===== src/rtl/mipi_dphy_lp_hs_tx_if.sv =====
// -----------------------------------------------------------------------------
// mipi_dphy_lp_hs_tx_if
//   Byte-stream handshake between the upstream packetizer and the D-PHY
//   data-lane transmit sequencer.
//
//   Signals
//     TX_REQ    start-of-burst request (packetizer -> sequencer)
//     TX_DATA   8-bit payload byte     (packetizer -> sequencer)
//     TX_VALID  TX_DATA valid          (packetizer -> sequencer)
//     TX_LAST   final byte of burst    (packetizer -> sequencer)
//     TX_READY  byte accepted          (sequencer  -> packetizer)
//
//   Modports
//     master : packetizer side
//     slave  : sequencer side
// -----------------------------------------------------------------------------
interface mipi_dphy_lp_hs_tx_if;
    logic       TX_REQ;
    logic [7:0] TX_DATA;
    logic       TX_VALID;
    logic       TX_LAST;
    logic       TX_READY;

    modport master (
        output TX_REQ,
        output TX_DATA,
        output TX_VALID,
        output TX_LAST,
        input  TX_READY
    );

    modport slave (
        input  TX_REQ,
        input  TX_DATA,
        input  TX_VALID,
        input  TX_LAST,
        output TX_READY
    );
endinterface


===== src/rtl/mipi_dphy_lp_hs_tx.sv =====
// -----------------------------------------------------------------------------
// mipi_dphy_lp_hs_tx
//   Transmit-side D-PHY data-lane sequencer. Drives the single-ended LP pair
//   and a parallel HS byte stream, producing the HS-entry handshake
//   LP-11 -> LP-01 -> LP-00, then HS-zero, sync byte 0xB8, payload,
//   HS-trail, and a forced LP-11 exit period before returning to stop.
//
//   Ports
//     CLK        byte clock
//     RESET_n    asynchronous, active-low reset
//     tx         byte-stream handshake (slave modport of mipi_dphy_lp_hs_tx_if)
//     LP_P/LP_N  LP driver lines (registered)
//     HS_EN      HS driver enable (registered)
//     HS_DATA    HS byte to serializer, LSB first (registered)
//     HS_MODE    lane in HS state, prepare through trail (registered)
//     BUSY       sequencer not in stop state
//     UNDERFLOW  sticky payload-underflow flag (optional, see below)
//
//   Build option
//     MIPI_LP_HS_TX_UNDERFLOW_EN : adds the UNDERFLOW output. It is set when
//     the burst ends because TX_VALID dropped in the data phase, and cleared
//     by reset or by the next accepted TX_REQ.
// -----------------------------------------------------------------------------
module mipi_dphy_lp_hs_tx #(
    parameter int T_LPX        = 4,
    parameter int T_HS_PREPARE = 4,
    parameter int T_HS_ZERO    = 8,
    parameter int T_HS_TRAIL   = 6,
    parameter int T_HS_EXIT    = 6
) (
    input  logic                       CLK,
    input  logic                       RESET_n,
    mipi_dphy_lp_hs_tx_if.slave        tx,
    output logic                       LP_P,
    output logic                       LP_N,
    output logic                       HS_EN,
    output logic [7:0]                 HS_DATA,
    output logic                       HS_MODE,
    output logic                       BUSY
`ifdef MIPI_LP_HS_TX_UNDERFLOW_EN
    ,
    output logic                       UNDERFLOW
`endif
);

    localparam int MAX_AB  = (T_LPX > T_HS_PREPARE) ? T_LPX : T_HS_PREPARE;
    localparam int MAX_CD  = (T_HS_ZERO > T_HS_TRAIL) ? T_HS_ZERO : T_HS_TRAIL;
    localparam int MAX_ABC = (MAX_AB > MAX_CD) ? MAX_AB : MAX_CD;
    localparam int MAX_T   = (MAX_ABC > T_HS_EXIT) ? MAX_ABC : T_HS_EXIT;
    localparam int CNT_W   = $clog2(MAX_T) + 1;

    // ST_LAST shows the final accepted byte on HS_DATA while refusing further
    // bytes, so trail always begins right after the last driven byte.
    typedef enum logic [3:0] {
        ST_STOP,
        ST_RQST,
        ST_PREP,
        ST_ZERO,
        ST_SYNC,
        ST_DATA,
        ST_LAST,
        ST_TRAIL,
        ST_EXIT
    } state_t;

    state_t           state;
    logic [CNT_W-1:0] cnt;
    logic             last_b7;   // bit 7 of the most recent byte driven

    assign tx.TX_READY = (state == ST_DATA);
    assign BUSY        = (state != ST_STOP);

    // Outputs are updated on the transition into a state, so each output
    // register always reflects the state being entered. Only fields that
    // change on a given transition are assigned.
    always_ff @(posedge CLK or negedge RESET_n) begin
        if (!RESET_n) begin
            state   <= ST_STOP;
            cnt     <= '0;
            LP_P    <= 1'b1;
            LP_N    <= 1'b1;
            HS_EN   <= 1'b0;
            HS_DATA <= 8'h00;
            HS_MODE <= 1'b0;
            last_b7 <= 1'b1;
        end else begin
            unique case (state)
                ST_STOP: begin
                    if (tx.TX_REQ) begin
                        state <= ST_RQST;
                        cnt   <= CNT_W'(T_LPX - 1);
                        LP_P  <= 1'b0;
                    end
                end
                ST_RQST: begin
                    if (cnt == '0) begin
                        state   <= ST_PREP;
                        cnt     <= CNT_W'(T_HS_PREPARE - 1);
                        LP_N    <= 1'b0;
                        HS_MODE <= 1'b1;
                    end else begin
                        cnt <= cnt - 1'b1;
                    end
                end
                ST_PREP: begin
                    if (cnt == '0) begin
                        state   <= ST_ZERO;
                        cnt     <= CNT_W'(T_HS_ZERO - 1);
                        HS_EN   <= 1'b1;
                        HS_DATA <= 8'h00;
                    end else begin
                        cnt <= cnt - 1'b1;
                    end
                end
                ST_ZERO: begin
                    if (cnt == '0) begin
                        state   <= ST_SYNC;
                        HS_DATA <= 8'hB8;
                    end else begin
                        cnt <= cnt - 1'b1;
                    end
                end
                ST_SYNC: begin
                    // No byte has been accepted yet on the first data cycle;
                    // the line carries 0x00 there. The sync byte counts as the
                    // last driven byte until payload arrives.
                    state   <= ST_DATA;
                    HS_DATA <= 8'h00;
                    last_b7 <= 1'b1;
                end
                ST_DATA: begin
                    if (tx.TX_VALID) begin
                        HS_DATA <= tx.TX_DATA;
                        last_b7 <= tx.TX_DATA[7];
                        if (tx.TX_LAST) begin
                            state <= ST_LAST;
                        end
                    end else begin
                        state   <= ST_TRAIL;
                        cnt     <= CNT_W'(T_HS_TRAIL - 1);
                        HS_DATA <= {8{~last_b7}};
                    end
                end
                ST_LAST: begin
                    state   <= ST_TRAIL;
                    cnt     <= CNT_W'(T_HS_TRAIL - 1);
                    HS_DATA <= {8{~last_b7}};
                end
                ST_TRAIL: begin
                    if (cnt == '0) begin
                        state   <= ST_EXIT;
                        cnt     <= CNT_W'(T_HS_EXIT - 1);
                        LP_P    <= 1'b1;
                        LP_N    <= 1'b1;
                        HS_EN   <= 1'b0;
                        HS_MODE <= 1'b0;
                        HS_DATA <= 8'h00;
                    end else begin
                        cnt <= cnt - 1'b1;
                    end
                end
                ST_EXIT: begin
                    // TX_REQ is deliberately not looked at here; a held
                    // request is taken on the first stop cycle.
                    if (cnt == '0) begin
                        state <= ST_STOP;
                    end else begin
                        cnt <= cnt - 1'b1;
                    end
                end
                default: begin
                    state <= ST_STOP;
                end
            endcase
        end
    end

`ifdef MIPI_LP_HS_TX_UNDERFLOW_EN
    always_ff @(posedge CLK or negedge RESET_n) begin
        if (!RESET_n) begin
            UNDERFLOW <= 1'b0;
        end else if ((state == ST_STOP) && tx.TX_REQ) begin
            UNDERFLOW <= 1'b0;
        end else if ((state == ST_DATA) && !tx.TX_VALID) begin
            UNDERFLOW <= 1'b1;
        end
    end
`endif

endmodule


===== src/flat_wrapper.sv =====
// flat-port wrapper written by rule: the top's interface ports become plain ports
module mipi_dphy_lp_hs_tx_flat 
#(
    parameter int T_LPX        = 4,
    parameter int T_HS_PREPARE = 4,
    parameter int T_HS_ZERO    = 8,
    parameter int T_HS_TRAIL   = 6,
    parameter int T_HS_EXIT    = 6
)
  (CLK, RESET_n, LP_P, LP_N, HS_EN, HS_DATA, HS_MODE, BUSY, tx_TX_REQ, tx_TX_DATA, tx_TX_VALID, tx_TX_LAST, tx_TX_READY);
  mipi_dphy_lp_hs_tx_if tx_i ();
  input  logic CLK;
  input  logic RESET_n;
  output logic LP_P;
  output logic LP_N;
  output logic HS_EN;
  output logic [7:0] HS_DATA;
  output logic HS_MODE;
  output logic BUSY;
  input wire logic [$bits(tx_i.TX_REQ)-1:0] tx_TX_REQ;
  input wire logic [$bits(tx_i.TX_DATA)-1:0] tx_TX_DATA;
  input wire logic [$bits(tx_i.TX_VALID)-1:0] tx_TX_VALID;
  input wire logic [$bits(tx_i.TX_LAST)-1:0] tx_TX_LAST;
  output wire logic [$bits(tx_i.TX_READY)-1:0] tx_TX_READY;
  assign tx_i.TX_REQ = tx_TX_REQ;
  assign tx_i.TX_DATA = tx_TX_DATA;
  assign tx_i.TX_VALID = tx_TX_VALID;
  assign tx_i.TX_LAST = tx_TX_LAST;
  assign tx_TX_READY = tx_i.TX_READY;
  mipi_dphy_lp_hs_tx #(.T_LPX(T_LPX), .T_HS_PREPARE(T_HS_PREPARE), .T_HS_ZERO(T_HS_ZERO), .T_HS_TRAIL(T_HS_TRAIL), .T_HS_EXIT(T_HS_EXIT)) u_core (.CLK(CLK), .RESET_n(RESET_n), .tx(tx_i), .LP_P(LP_P), .LP_N(LP_N), .HS_EN(HS_EN), .HS_DATA(HS_DATA), .HS_MODE(HS_MODE), .BUSY(BUSY));
endmodule

===== config.mk =====
export PLATFORM = sky130hd
export DESIGN_NAME = mipi_dphy_lp_hs_tx_flat
export DESIGN_NICKNAME = d
export VERILOG_FILES = /design/src/rtl/mipi_dphy_lp_hs_tx_if.sv /design/src/rtl/mipi_dphy_lp_hs_tx.sv /design/src/flat_wrapper.sv
export SDC_FILE = /design/constraint.sdc
export NUM_CORES = 1
export LEC_CHECK = 0
export ABC_CLOCK_PERIOD_IN_PS = 1800
export CORE_ASPECT_RATIO = 0.75
export CORE_MARGIN = 3
export CORE_UTILIZATION = 28
export DETAILED_ROUTE_END_ITERATION = 10
export GPL_ROUTABILITY_DRIVEN = 0
export PLACE_DENSITY_LB_ADDON = 0.12
export SLEW_MARGIN = 25
export SYNTH_ARGS = -nofsm -noshare
export SYNTH_HDL_FRONTEND = slang
export SYNTH_SLANG_ARGS = --single-unit
export TNS_END_PERCENT = 10

===== constraint.sdc =====
create_clock -name CLK -period 1.8 [get_ports CLK]
set_input_delay 0.36 -clock CLK [delete_from_list [all_inputs] [get_ports CLK]]
set_output_delay 0.36 -clock CLK [all_outputs]
set_load 0.03 [all_outputs]

==> flow_summary.ini, run 1 <==
[status]
status = finished clean

[logic_synthesis]
synth_seq_cells = 21
synth_top_area_share_pct = 35.7
synth_edf_count = 0
syn_inst = 145
synth_top_cell_by_area = dfrtp_1
ys.flop_type = dfrtp_1
yosys_warnings = 0
yosysSeqAreaShare_pct = 41.9
avgSynthCellArea_um2 = 8.71
synthesis.area_um2 = 1260
synth_nets = 159
synth-async-reset-ratio_pct = 100
synth_area_leaders = dfrtp_1 (36%), dfstp_2 (6.2%), a21oi_1 (5.6%)
post_synth_num_cell_types = 44

[clock_network]
clockBufferDepth = 2
path_clk_slew_ns = 0.08
cts.sinks = 21
insertion_delay_ns = 0.27
cts_buffers = 3
cts_root_buffer = clkbuf_8
cts_tree = done
ctsHoldBuffers = 0
cts_max_level = 1

[global_route]
grt_pass1_wl_mm = 6.01
antenna_found_initial = 0
grt_pass1_vias = 1205
gr-total-overflow = 0
grt_use_total_pct = 13.6
grt_max_degree = 22

[route]
wirelength_mm = 3.44
viasPerCell = 5.16
postRouteAntennaNets = 0
met1_length_mm = 1.85
vias = 1233
drt_iter0_drc = 71
remaining_drc_errors = 0
dr.pass1.iters = 4
dr.max_layer_used = met4
wl_per_cell_um = 14.4
wl_met3_um = 125
wl_met2_mm = 1.45

[power]
p_per_area_nw_per_um2 = 1800
irDropWorstVdd_mv = 0.622
p_leak_nw = 0.717

[timing]
finClkSkew_ns = 0.00724
max_freq_ghz = 0.578
hold_slack_ns = 0.431
hold_viol_final = 0
worst_pin_slew_ns = 0.466
slew_violations = 0
min_period_over_period_pct = 96.1
fin_setup_tns_ns = 0
setup_viol = 0
fin_crit_ns = 1.73
slew_headroom_pct = 68.4

[finish]
area_delta_synth_final_pct = 42.4
nets = 199
diodes = 0
drive_gt1_share_pct = 28.8

[min_path]
min_path_type = primary input to async pin

[worst_setup_path]
startpoint = u_core.state[3]$_DFFE_PN0P_
cp.required_ns = 1.44
reg2reg_from = u_core.cnt[0]$_DFFE_PN0P_
worstSetupEndpointType = output port
arrival_ns = 1.37
critPathMaxFanout = 13
critical_path_class = register to output port
start_kind = register

[placement]
place_hpwl_mm = 2.55
port-buffer-count = 26

[floorplan]
die_x_um = 83.5
dieArea_um2 = 5360
pin_count = 27
rows = 20
coreArea_um2 = 4200
start_util_pct = 30.0
fp.dieH_um = 64.2

[flow_run]
maxCapViolCount = 0
Yosys cell counts (all sizes together) (2+ instances only):
master  count
dfrtp      18
nand2      16
a21oi      14
nor2       14
buf         8
nor3        8
o21ai       8
inv         6
o22ai       5
a221o       4
nand3       4
a31oi       3
dfstp       3
nand2b      3
nor4b       3
o21a        3
a211oi      2
a221oi      2
clkbuf      2
nor3b       2
o311ai      2
or2         2
power by group:
group | internal [mW] | leakage, nW | switching [mW]
Clock | 0.155 | 0.0255 | 0.167
Combinational | 0.923 | 0.453 | 1.05
Sequential | 0.698 | 0.239 | 0.243
cell usage in the layout (no fill, tap or decap), types with 4 or more instances in the layout:
| master | n |
|---|---|
| clkdlybuf4s50_1 | 22 |
| o21ai_1 | 4 |
| a221o_1 | 4 |
| nand3_1 | 4 |
| buf_4 | 20 |
| o21ai_0 | 4 |
| dfrtp_1 | 15 |
| nor3_1 | 6 |
| o22ai_1 | 5 |
| nand2_1 | 13 |
| nor2_1 | 12 |
| a21oi_1 | 11 |
critical path, stage by stage (launching register included):
cell and delay [ns]:
dfrtp_2 0.52, nor3b_4 0.27, and2_1 0.16, buf_4 0.15
routing by layer:
| layer | vias up | global-route usage (%) |
|---|---|---|
| met3 | 5 | 3.48 |
| li1 | 611 | - |
| met4 | 0 | 1.81 |
| met2 | 21 | 19.9 |
| met1 | 596 | 20.5 |
| met5 | - | 0 |
sequential cells by signal (all words and copies together) (netlist names):
register        count
u_core.HS_DATA      8
u_core.HS_EN        1
u_core.HS_MODE      1
u_core.LP_N         1
u_core.LP_P         1
u_core.cnt          4
u_core.last_b7      1
u_core.state        4
final cells by class:
class	instances	area, um2
inverters	6	22.5
flip-flops and latches	21	533
well taps	55	68.8
fillers	427	2410
clock inverters	1	5.00
clock buffers	3	41.3
multi-input cells	108	719
repair buffers	45	408
cell families after synthesis:
| logic type | Yosys count | synth area share [%] |
|---|---|---|
| compound gates | 47 | 25.8 |
| fa+ha+maj | 1 | 0.991 |
| flops | 21 | 41.9 |
| buf+inv | 16 | 5.45 |
| simple gates | 60 | 25.9 |
final timing paths:
kind | to | slack [ns] | cells after the start
max | tx_TX_READY | 0.07 | 3
min | u_core.cnt[2]$_DFFE_PN0P_ | 0.43 | 2
max reg2reg | u_core.cnt[3]$_DFFE_PN0P_ | 0.09 | 7
min reg2reg | u_core.LP_P$_DFFE_PN1P_ | 0.50 | 2
max in group asynchronous | u_core.LP_N$_DFFE_PN1P_ | 1.08 | 2
min in group CLK | u_core.LP_P$_DFFE_PN1P_ | 0.50 | 2
timing repair:
item	in CTS	in global routing
pin swaps	0	3
buffers inserted	0	1
setup endpoints to repair	13	16
gates resized for setup	7	13
metrics by stage:
step | utilization, % | setup WS [ns] | instances | cell area (um2) | total power [mW]
after floorplan | - | 0.106 | 145 | 1260 | 2.07
after global routing | 42.8 | -0.00234 | 239 | 1800 | 3.50
after CTS | 41.6 | -0.000596 | 238 | 1750 | 3.12
after detailed placement | 40.1 | -0.0492 | 234 | 1690 | 2.76
after global placement | 40.1 | -0.0203 | 234 | 1690 | 2.74
final | 42.8 | 0.0701 | 239 | 1800 | 3.24
Note: power is estimated with default switching activity, not from simulation.
==> run 2: changes to the inputs <==
CORE_MARGIN = default   (was 3)
DONT_BUFFER_PORTS = 1   (was default)
==> run 2 against run 1 <==
Compared with the run above: clock skew fell by 0.0048 ns; setup slack got worse by 0.0067 ns; clock power fell by 2%; critical path depth rose by 3; highest routed layer unchanged; via count fell by 9.1%; first-iteration DRC count rose by 1.4%; critical path type is now register to register.
==> flow_summary.ini, run 2 (synthesized netlist as in run 1, its figures left out) <==
[finish]
multi_input_area_um2 = 719
fillers = 426
largest_register_ffs = 8
nets = 170
fin_area_um2 = 1510
drive_gt1_share_pct = 29.0
final_common_cell = nand2_1
area_delta_synth_final_pct = 19.7
diodes = 0
utilization_pct = 36.2
top_register = u_core.HS_DATA
final_cell_mix = nand2_1 (16), buf_4 (14), dfrtp_1 (14)
reg.largest.list = u_core.HS_DATA (8), u_core.cnt (4), u_core.state (4)
seq_area_um2 = 534
fin_cells = 210

[timing]
slew_violations = 0
hold_viol_final = 0
fin_crit_ns = 1.74
grt_setup_unrepaired = yes
setup_viol = 0
hold_slack_ns = 0.0529
finClkSkew_ns = 0.00242
max_freq_ghz = 0.576
worst_pin_slew_ns = 0.496
slew_headroom_pct = 66.9
min_period_over_period_pct = 96.5

[global_route]
gr-total-overflow = 0
grt_pass1_vias = 1001
grt_pass1_wl_mm = 5.17
grt_use_total_pct = 14.3
antenna_found_initial = 0
grt_max_degree = 22

[worst_setup_path]
arrival_ns = 1.93
r2r_slack_ns = 0.06
r2r-end = u_core.state[2]$_DFFE_PN0P_
critPathMaxFanout = 7
reg2reg_depth = 6
worstSetupEndpointType = register
critical_path_class = register to register
cp.required_ns = 1.99
start_kind = register
reg2reg_from = u_core.cnt[1]$_DFFE_PN0P_

[power]
irDropWorstVdd_mv = 0.614
power_mw = 2.89
p_leak_nw = 0.594
p_per_area_nw_per_um2 = 1920

[floorplan]
die_x_um = 79.5
pin_count = 27
rows = 20
dieArea_um2 = 4780
fp.dieH_um = 60.2
coreArea_um2 = 4180
start_util_pct = 30.2

[clock_network]
path_clk_slew_ns = 0.08
cts_root_buffer = clkbuf_8
cts.sinks = 21
cts_buffers = 3
cts_max_level = 1
cts_tree = done
insertion_delay_ns = 0.26
clockBufferDepth = 2

[min_path]
min_path_type = primary input to async pin

[flow_run]
maxCapViolCount = 0

[status]
status = finished clean

[route]
viasPerCell = 5.34
wirelength_mm = 3.20
drt_iter0_drc = 72
vias = 1121
postRouteAntennaNets = 0
dr.pass1.iters = 4
wl_per_cell_um = 15.2
remaining_drc_errors = 0

[placement]
place_area_um2 = 1390
port-buffer-count = 0
place_inst = 204
place_hpwl_mm = 2.36
[run 2: cell types whose count changed in the layout (fill, tap and decap cells not counted), sizes merged]
cell / previous run / this run
buf: 21 / 16
clkbuf: 3 / 4
clkdlybuf4s50: 22 / 0
clkinv: 1 / 0
dlygate4sd2: 2 / 0
[run 2: worst max path at each step]
stage / slack [ns] / cells past startpoint / endpoint / from
floorplan: 0.11 / 8 / u_core.cnt[1]$_DFFE_PN0P_ / u_core.cnt[0]$_DFFE_PN0P_
global placement: 0.01 / 7 / u_core.LP_P$_DFFE_PN1P_ / u_core.cnt[1]$_DFFE_PN0P_
detailed placement: -0.02 / 7 / u_core.HS_DATA[4]$_DFFE_PN0P_ / u_core.cnt[1]$_DFFE_PN0P_
CTS: 0.002 / 2 / tx_TX_READY / u_core.state[2]$_DFFE_PN0P_
global route: -0.007 / 7 / u_core.cnt[0]$_DFFE_PN0P_ / u_core.cnt[1]$_DFFE_PN0P_
finish: 0.06 / 6 / u_core.state[2]$_DFFE_PN0P_ / u_core.cnt[1]$_DFFE_PN0P_
[run 2: cell type report]
type | count | area share (%)
multi-input cells | 108 | 47.6
repair buffers | 16 | 8.03
inverters | 6 | 1.49
clock buffers | 4 | 2.98
flip-flops and latches | 21 | 35.3
well taps | 55 | 4.55
[run 2: power by group]
group | leakage [nW] | internal, mW | switching, mW
combinational | 0.332 | 0.655 | 0.757
sequential | 0.239 | 0.700 | 0.467
clock | 0.0228 | 0.158 | 0.158
[run 2: worst max-delay path, cell delays in order (launching register included)]
cell	delay (ns)
dfrtp_1	0.40
inv_2	0.09
ha_4	0.14
or3b_4	0.43
buf_6	0.14
or3_4	0.35
a21oi_2	0.12
[run 2: repair_timing]
action,4_1_cts,5_1_grt
pin swaps,0,5
endpoints found under the hold margin,21,0
setup buffers,0,1
setup endpoints to repair,6,16
hold buffers,1,0
gates resized for setup,2,16
[run 2: stage by stage]
step / TNS, ns / setup WS (ns)
floorplan: 0 / 0.106
detailed placement: -0.0420 / -0.0169
CTS: 0 / 0.00228
global placement: 0 / 0.0145
global route: -0.0159 / -0.00695
finish: 0 / 0.0634
[run 2: routing by layer]
| layer | global-route usage [%] | routed length, um | vias up |
|---|---|---|---|
| met3 | 4.43 | 136 | 2 |
| met4 | 1.56 | 11 | 0 |
| met2 | 18.4 | 1210 | 18 |
| met5 | 0 | 0 | - |
| li1 | - | - | 555 |
| met1 | 23.1 | 1840 | 546 |
==> run 3: changes to the inputs <==
CORE_UTILIZATION = 55   (was 28)
CTS_CLUSTER_DIAMETER = 40   (was default)
SETUP_SLACK_MARGIN = 0.3   (was default)
==> run 3 against run 2 <==
Compared with the run above: the run now ends with design-rule violations, negative hold slack left; sequential share of layout area is 3.0 points lower; register-to-register slack better by 0.03 ns; critical path depth is 4 lower; critical endpoint is now tx_TX_READY; clock skew is 0.0045 ns higher; hold slack worse by 0.085 ns; via count is 19% higher; largest cell class unchanged; fmax is 0.36% higher; total power is 11% higher; sequential cell count stayed put; final cell count is 7.6% lower.
==> flow_summary.ini, run 3 (synthesized netlist as in run 1, its figures left out) <==
[floorplan]
fp.dieH_um = 43.5
dieArea_um2 = 2490
die_x_um = 57.3
pin_count = 27
rows = 14
coreArea_um2 = 2080
start_util_pct = 60.6

[timing]
min_period_over_period_pct = 96.1
worst_pin_slew_ns = 0.454
finClkSkew_ns = 0.00690
grt_setup_unrepaired = yes
max_freq_ghz = 0.578
slew_violations = 0
hold_viol_final = 18
setup_viol = 0
slew_headroom_pct = 69.8
hold_slack_ns = -0.0320
fin_setup_tns_ns = 0
fin_crit_ns = 1.73

[finish]
reg.largest.list = u_core.HS_DATA (8), u_core.cnt (4), u_core.state (4)
top_register = u_core.HS_DATA
largest_register_ffs = 8
final_common_cell = buf_4
drive_gt1_share_pct = 41.2
fin_area_um2 = 1650
area_delta_synth_final_pct = 31.0
nets = 185
diodes = 0
final_cell_mix = buf_4 (25), nand2_1 (14), dfrtp_1 (14)

[worst_setup_path]
arrival_ns = 1.37
worstPathCellList = nor3b_4 -> and2_4
critical_path_class = register to output port
cp_slowest_cell = dfrtp_2
start_kind = register
worstSetupEndpointType = output port
critPathMaxFanout = 5
crit_path_max_incr_delay_ns = 0.49
cp.required_ns = 1.44

[route]
viasPerCell = 6.88
dr.pass1.iters = 8
postRouteAntennaNets = 0
wirelength_mm = 3.67
vias = 1334
drt_iter0_drc = 112
wl_per_cell_um = 18.9
remaining_drc_errors = 6

[global_route]
grt_pass1_vias = 1204
grt_use_total_pct = 30.4
grt_pass1_wl_mm = 5.68
antenna_found_initial = 0
grt_max_degree = 22
gr-total-overflow = 0

[clock_network]
cts_max_level = 1
cts_tree = done
insertion_delay_ns = 0.31
cts_root_buffer = clkbuf_4
clockBufferDepth = 2
cts_buffers = 3
cts.sinks = 21
path_clk_slew_ns = 0.12

[power]
p_sw_share_pct = 48.7
p_per_area_nw_per_um2 = 1950
irDropWorstVdd_mv = 1.13
p_sw_mw = 1.57
p_int_mw = 1.65
p_leak_nw = 0.693
pwr-share-clk_pct = 7.3
p_comb_share_pct = 58.1
power_frac_seq_pct = 34.6

[flow_run]
maxCapViolCount = 0

[placement]
port-buffer-count = 0
place_area_um2 = 1350
place_hpwl_mm = 2.15

[min_path]
min_path_type = primary input to async pin

[status]
status = complete, but fails checks
violations = design-rule violations, negative hold slack
## run 3: changes by cell type in the layout (fill, tap and decap cells not counted), sizes merged
cell,change
buf,+15
## run 3: power groups by stage
stage          registers, mW  clock network (mW)  logic [mW]
6_report                1.11               0.236        1.87
5_1_grt                 1.14               0.250        2.02
4_1_cts                 1.10               0.236        1.62
3_5_place_dp            1.16                   0        1.25
3_3_place_gp            1.16                   0        1.21
2_1_floorplan           1.04                   0        1.03
## run 3: final cells by class
cell class,count,area (um2)
multi-input combinational,108,783
fill,122,430
inverter,6,22.5
timing repair buffer,31,258
tap,24,30.0
sequential,21,534
clock buffer,4,26.3
## run 3: stage by stage
step / instances / worst slack [ns] / total power, mW / util (%)
2_1_floorplan: 145 / 0.116 / 2.07 / -
6_report: 194 / 0.0697 / 3.22 / 79.4
4_1_cts: 191 / 0.0710 / 2.95 / 74.8
5_1_grt: 194 / 0.0113 / 3.41 / 79.4
3_3_place_gp: 173 / 0.0825 / 2.36 / 64.9
3_5_place_dp: 173 / -0.0204 / 2.41 / 64.9
## run 3: final timing paths
path                                              from                         end  slack, ns  depth (start not counted)
max                        u_core.state[1]$_DFFE_PN0P_                 tx_TX_READY       0.07                          2
min                                            RESET_n   u_core.cnt[2]$_DFFE_PN0P_      -0.03                          1
max reg2reg                  u_core.cnt[1]$_DFFE_PN0P_   u_core.cnt[3]$_DFFE_PN0P_       0.09                          9
min reg2reg                 u_core.last_b7$_DFFE_PN1P_  u_core.last_b7$_DFFE_PN1P_       0.58                          2
max in group asynchronous                      RESET_n  u_core.last_b7$_DFFE_PN1P_       1.48                          1
min in group CLK                             tx_TX_REQ     u_core.LP_P$_DFFE_PN1P_       0.09                          1
## run 3: timing repair
action | 4_1_cts | 5_1_grt
setup buffers | 13 | 3
hold endpoints to repair | 21 | 0
pin swaps | 4 | 8
setup endpoints to repair | 21 | 22
hold buffers | 1 | 0
resized for setup | 19 | 17
## run 3: critical path: cells and delay by family (launching register included)
family / cells / cell delay (ns)
AND/OR/NAND/NOR: 2 / 0.56
flip-flops: 1 / 0.49
## run 3: per-layer routing
metal | vias up | share of wire, % | GRT usage, %
met5 | - | 0 | 0
met4 | 0 | 2.4 | 9.27
met3 | 18 | 11 | 8.66
met2 | 93 | 46 | 48.2
met1 | 638 | 41 | 41.2
li1 | 585 | - | -
